--- src/rtl/axi_burst_wr_master.sv ---
// ---------------------------------------------------------------------------
// axi_burst_wr_master
//
// Splits one user write command (start address + beat count) into a series
// of AXI INCR bursts. A burst never exceeds MAX_BURST beats and never crosses
// a 4 KB boundary. Only one burst is in flight at a time: AW, then all of its
// W beats, then its B response, before the next AW is issued.
//
// Ports
//   clk, rst                 : rising-edge clock, synchronous active-high reset
//   wr_trig/wr_addr/wr_beats : command strobe, start byte address, beat count
//   wr_data/wr_data_valid    : user write data stream
//   wr_data_ready            : a user beat is consumed this cycle
//   wr_ready                 : idle, ready to accept a command
//   wr_done                  : one-cycle pulse at the end of a command
//   wr_err                   : sticky, some burst in the command got a non-OKAY response
//   axi_aw*                  : AXI write-address channel
//   axi_w*                   : AXI write-data channel
//   axi_b*                   : AXI write-response channel
// ---------------------------------------------------------------------------
module axi_burst_wr_master #(
  parameter int ADDR_WIDTH = 26,
  parameter int DATA_WIDTH = 32,
  parameter int MAX_BURST  = 16
) (
  input  logic                      clk,
  input  logic                      rst,
  input  logic                      wr_trig,
  input  logic [ADDR_WIDTH-1:0]     wr_addr,
  input  logic [15:0]               wr_beats,
  input  logic [DATA_WIDTH-1:0]     wr_data,
  input  logic                      wr_data_valid,
  output logic                      wr_data_ready,
  output logic                      wr_ready,
  output logic                      wr_done,
  output logic                      wr_err,
  output logic                      axi_awvalid,
  output logic [ADDR_WIDTH-1:0]     axi_awaddr,
  output logic [7:0]                axi_awlen,
  output logic [2:0]                axi_awsize,
  output logic [1:0]                axi_awburst,
  input  logic                      axi_awready,
  output logic                      axi_wvalid,
  output logic [DATA_WIDTH-1:0]     axi_wdata,
  output logic [DATA_WIDTH/8-1:0]   axi_wstrb,
  output logic                      axi_wlast,
  input  logic                      axi_wready,
  input  logic                      axi_bvalid,
  input  logic [1:0]                axi_bresp,
  output logic                      axi_bready
);

  localparam int BYTES_PER_BEAT = DATA_WIDTH / 8;
  localparam int SIZE_LOG2      = $clog2(BYTES_PER_BEAT);
  localparam logic [8:0] MAX_LEN = 9'(MAX_BURST);
  localparam logic [ADDR_WIDTH-1:0] ALIGN_MASK = ~ADDR_WIDTH'(BYTES_PER_BEAT - 1);

  typedef enum logic [2:0] {
    IDLE,
    AW,
    W,
    B,
    DONE
  } state_t;

  state_t                  state_q, state_d;
  logic [ADDR_WIDTH-1:0]   addr_q, addr_d;
  logic [15:0]             remaining_q, remaining_d;
  logic [8:0]              burst_len_q, burst_len_d;
  logic [8:0]              beat_cnt_q, beat_cnt_d;
  logic                    err_q, err_d;

  logic [12:0]             boundary_beats;
  logic [8:0]              next_len;
  logic                    w_hs;
  logic                    last_beat;

  // Length of the burst about to be issued: the smallest of the configured
  // maximum, the beats left before the next 4 KB page, and the beats still
  // owed on this command. addr_q and remaining_q only change in IDLE and B,
  // so this value is stable for the whole time AW is presented.
  always_comb begin
    boundary_beats = (13'd4096 - {1'b0, addr_q[11:0]}) >> SIZE_LOG2;
    next_len = MAX_LEN;
    if ({3'd0, boundary_beats} < {7'd0, next_len}) begin
      next_len = boundary_beats[8:0];
    end
    if (remaining_q < {7'd0, next_len}) begin
      next_len = remaining_q[8:0];
    end
  end

  assign w_hs      = (state_q == W) && wr_data_valid && axi_wready;
  assign last_beat = (beat_cnt_q == (burst_len_q - 9'd1));

  // Next-state and datapath update. The burst length is captured at the AW
  // handshake so that the W beat count and the B address step use exactly
  // the length that was advertised on awlen.
  always_comb begin
    state_d     = state_q;
    addr_d      = addr_q;
    remaining_d = remaining_q;
    burst_len_d = burst_len_q;
    beat_cnt_d  = beat_cnt_q;
    err_d       = err_q;

    case (state_q)
      IDLE: begin
        if (wr_trig) begin
          err_d = 1'b0;
          if (wr_beats != 16'd0) begin
            addr_d      = wr_addr & ALIGN_MASK;
            remaining_d = wr_beats;
            state_d     = AW;
          end else begin
            state_d = DONE;
          end
        end
      end
      AW: begin
        if (axi_awready) begin
          burst_len_d = next_len;
          beat_cnt_d  = 9'd0;
          state_d     = W;
        end
      end
      W: begin
        if (w_hs) begin
          if (last_beat) begin
            beat_cnt_d = 9'd0;
            state_d    = B;
          end else begin
            beat_cnt_d = beat_cnt_q + 9'd1;
          end
        end
      end
      B: begin
        if (axi_bvalid) begin
          if (axi_bresp != 2'b00) begin
            err_d = 1'b1;
          end
          // Wraps silently at the top of the address space.
          addr_d      = addr_q + (ADDR_WIDTH'(burst_len_q) << SIZE_LOG2);
          remaining_d = remaining_q - {7'd0, burst_len_q};
          state_d     = (remaining_d != 16'd0) ? AW : DONE;
        end
      end
      DONE: begin
        state_d = IDLE;
      end
      default: begin
        state_d = IDLE;
      end
    endcase
  end

  // State register; reset abandons any burst in progress.
  always_ff @(posedge clk) begin
    if (rst) begin
      state_q     <= IDLE;
      addr_q      <= '0;
      remaining_q <= 16'd0;
      burst_len_q <= 9'd0;
      beat_cnt_q  <= 9'd0;
      err_q       <= 1'b0;
    end else begin
      state_q     <= state_d;
      addr_q      <= addr_d;
      remaining_q <= remaining_d;
      burst_len_q <= burst_len_d;
      beat_cnt_q  <= beat_cnt_d;
      err_q       <= err_d;
    end
  end

  assign wr_ready      = (state_q == IDLE);
  assign wr_done       = (state_q == DONE);
  assign wr_err        = err_q;
  assign wr_data_ready = w_hs;

  assign axi_awvalid = (state_q == AW);
  assign axi_awaddr  = addr_q;
  assign axi_awlen   = (state_q == AW) ? 8'(next_len - 9'd1) : 8'd0;
  assign axi_awsize  = 3'(SIZE_LOG2);
  assign axi_awburst = 2'b01;

  assign axi_wvalid = (state_q == W) && wr_data_valid;
  assign axi_wdata  = (state_q == W) ? wr_data : '0;
  assign axi_wstrb  = '1;
  assign axi_wlast  = (state_q == W) && last_beat;

  assign axi_bready = (state_q == B);

endmodule

--- config.mk ---
export PLATFORM = sky130hd
export DESIGN_NAME = axi_burst_wr_master
export DESIGN_NICKNAME = d
export VERILOG_FILES = /design/src/rtl/axi_burst_wr_master.sv
export SDC_FILE = /design/constraint.sdc
export NUM_CORES = 1
export LEC_CHECK = 0
export BUFFER_PORTS_ARGS = -buffer_cell sky130_fd_sc_hd__buf_2
export CORE_ASPECT_RATIO = 0.7
export CORE_MARGIN = 10
export CORE_UTILIZATION = 35
export DETAILED_ROUTE_END_ITERATION = 16
export PLACE_DENSITY = 0.62
export SKIP_CTS_REPAIR_TIMING = 1
export SLEW_MARGIN = 20
export SYNTH_ARGS = -nofsm -noshare
export SYNTH_HDL_FRONTEND = slang
export SYNTH_SLANG_ARGS = --single-unit
--- constraint.sdc ---
create_clock -name clk -period 4.45 [get_ports clk]
set_input_delay 0.6675 -clock clk [delete_from_list [all_inputs] [get_ports clk]]
set_output_delay 0.6675 -clock clk [all_outputs]
set_load 0.005 [all_outputs]
==> qor.txt <==
Peak VDD IR = 234 uV
CTS tree = yes
layout cell share with drive strength beyond 1 = 26.4%
Yosys top cell area share = 23.0%
FMAX = 210 MHz
Rows = 37
top area cells in the synthesized netlist = dfxtp_1 23%, ha_1 7.0%, and2_1 4.8%, nor2_1 4.7%, nand2_1 4.0%
NumNets Final = 986
CTS sink count = 62
crit end category = output pin
Worst R2R Setup Slack = 0.64 ns
H-tree levels = 3
Avg WL per Cell = 18.6 um
clock slew at reported path FFs = 0.06 ns
Final ANT Viol Nets = 0
switching power = 0.00187 W
final worst setup slack = -0.317 ns
Post-synth EDFFs = 0
Yosys cell types = 79
GRT Total Usage = 18.5%
RSZ-0062 raised after global routing = yes
Inserted Diodes = 0
largest net degree at the start of global routing = 49
Final Core Density = 46.0%
DRC Markers = 0
Area growth, synth to finish = 27.0%
Die X = 168 um
Initial DRC Count = 429
min-delay src = axi_awaddr[25]
clk_lat worst skew = 0.34 ns
combinational power share = 57.9%
reg2reg end = state_q[0]
remaining global-route overflow = 0
Worst-Margin Slew = 1.02 ns
Core Area = 14900 um^2
Die H = 124 um
DRT Pass-1 Iters = 5
Final min period = 4.77 ns
internal power = 0.00230 W
most common cell after layout, fill and taps aside = buf_2
sequential power share = 23.2%
HP Class = reg -> reg
Cells after Synth = 717
CTS max path bufs = 2
Slew headroom = 31.7%
Cell Area, Placed = 6400 um^2
Die Area = 20900 um^2
failing checks = setup timing
# IOs = 166
vias in the first global route = 5642
Top FF cell, synth = dfxtp_1
initial antenna violation count = 2
most frequent cells in the layout = 152 x buf_2, 66 x nor2_1, 60 x dfxtp_1, 55 x nand2_1, 41 x and2_1
async set-reset flop share out of synthesis = 0%
final period utilization = 107%
FF-to-FF path depth = 10
Synth Warn # = 0
dpl ws = 0.0286 ns
leading area contributor after synthesis = dfxtp_1
Fin Clk Skew = 0.0109 ns
switching share of power = 44.9%
via/cell ratio = 5.49
Root Driver = clkbuf_16
Power Dens Cells = 608 nW/um^2
Arrival @ worst endpoint = 4.10 ns
CP Class = reg -> out
clock share of power = 18.9%
setup violators final = 3
sequential share of the synthesized area = 23.0%
worst setup path start = axi_awaddr[3]
CP max FO = 4
post-DP HPWL = 15400 um
Worst setup endpoint = axi_awlen[6]
Hold WS = 0.488 ns
initial core utilization = 36.2%
Mapped Area = 5390 um^2
max cap viols = 0
Power Total = 0.00417 W
final WL = 19900 um
status = complete, but fails checks
Slew Viols, Final = 0
static leakage = 3.00 nW
GPL Wtd Cong = 0.838
critical path required time = 3.78 ns
via count of the routed design = 5880
final hold vios = 0
first-pass GRT wire length = 31200 um
average size of a mapped cell = 7.52 um^2
flops & latches, synth = 62
r2r startpoint = remaining_q[0]
CTS Buf Count = 9
crit path launch type = flop
final instance area = 6850 um^2
Buffers on Ports = 152
[logic make-up (layout without fill, tap and decap cells)]
logic type / after synthesis / count (layout) / share of synthesized area [%]
AOI/OAI and AO/OA: 196 / 196 / 25.1
DFF: 62 / 62 / 23.0
buffers and inverters: 78 / 224 / 6.50
and+or+nand+nor: 297 / 297 / 29.1
adders and majority gates: 32 / 32 / 7.70
other: 2 / 15 / 0.139
muxes: 13 / 13 / 2.48
xor gates and xnor gates: 37 / 37 / 6.01
[cells in the mapped netlist, drive strengths merged (4+ instances only)]
cell type  number
a211oi         16
a21o            6
a21oi          37
a221oi          4
a311oi          6
a31oi           7
and2           41
and3            8
and4            4
buf            20
clkbuf         28
dfxtp          62
ha             30
inv            30
mux2i          10
nand2          57
nand2b         10
nand3          17
nand4          13
nor2           67
nor2b           9
nor3           26
nor3b           6
nor4           10
o211a           5
o211ai          5
o21a           11
o21ai          42
o22ai           5
o31ai           5
or3            12
xnor2          21
xor2           16
[through the flow]
stage               setup TNS, ns  instances
global placement                0       1051
global route                -1.03       1071
detailed placement              0       1051
CTS                        -0.688       1067
floorplan                       0        730
finish                     -0.453       1071
[registers in the layout, indices dropped and copies added (netlist names)]
name,count
burst_len_q,9
axi_awaddr,24
beat_cnt_q,9
remaining_q,16
state_q,3
wr_err,1
[power groups by stage]
stage	sequential (W)	combinational [W]	clock, W
after floorplan	0.000880	0.00167	0
after global placement	0.000957	0.00229	0
after detailed placement	0.000956	0.00229	0
after CTS	0.000946	0.00231	0.000794
after global routing	0.000993	0.00269	0.000819
final	0.000965	0.00241	0.000788
[area by class of cell]
class,instances,area (um^2)
clock buffer,10,239
clock inverter,6,85.1
fill,1538,8060
inverter,30,113
multi-input combinational,590,3970
sequential,62,1240
tap,195,244
timing repair buffer,178,956
[layer usage]
metal  GRT usage, %  up-vias  wire (um)  share of wire [%]
li1               -     2915          -                  -
met1           24.2     2722       9420                 47
met2           29.5      221       8640                 43
met3           6.23       18       1720                8.6
met4           2.49        4        120               0.60
met5              0        -         27               0.14
[critical path: stages (launching register included)]
cell and delay [ns]:
dfxtp_2 0.33, inv_2 0.05, ha_4 0.15, nor3b_4 0.14
mux2i_2 0.17, nor3_2 0.26, inv_1 0.10, nor2_2 0.13
inv_2 0.06, ha_4 0.26, nor2b_1 0.12, o21ai_1 0.08
a211o_1 0.35, o21ai_4 0.23, mux2i_2 0.31, ha_4 0.19
nand2_4 0.05, nor4_4 0.21, xnor2_1 0.10, mux2_4 0.27
nor2_1 0.07, buf_2 0.12
[worst min-delay path by stage]
stage,to,slack (ns),cells after the start
after floorplan,remaining_q[0],0.47,2
after global placement,axi_awaddr[25],0.48,2
after detailed placement,axi_awaddr[25],0.48,2
after CTS,axi_awaddr[25],0.49,2
after global routing,axi_awaddr[25],0.52,2
final,axi_awaddr[25],0.49,2
(Power assumes the default switching activity.)
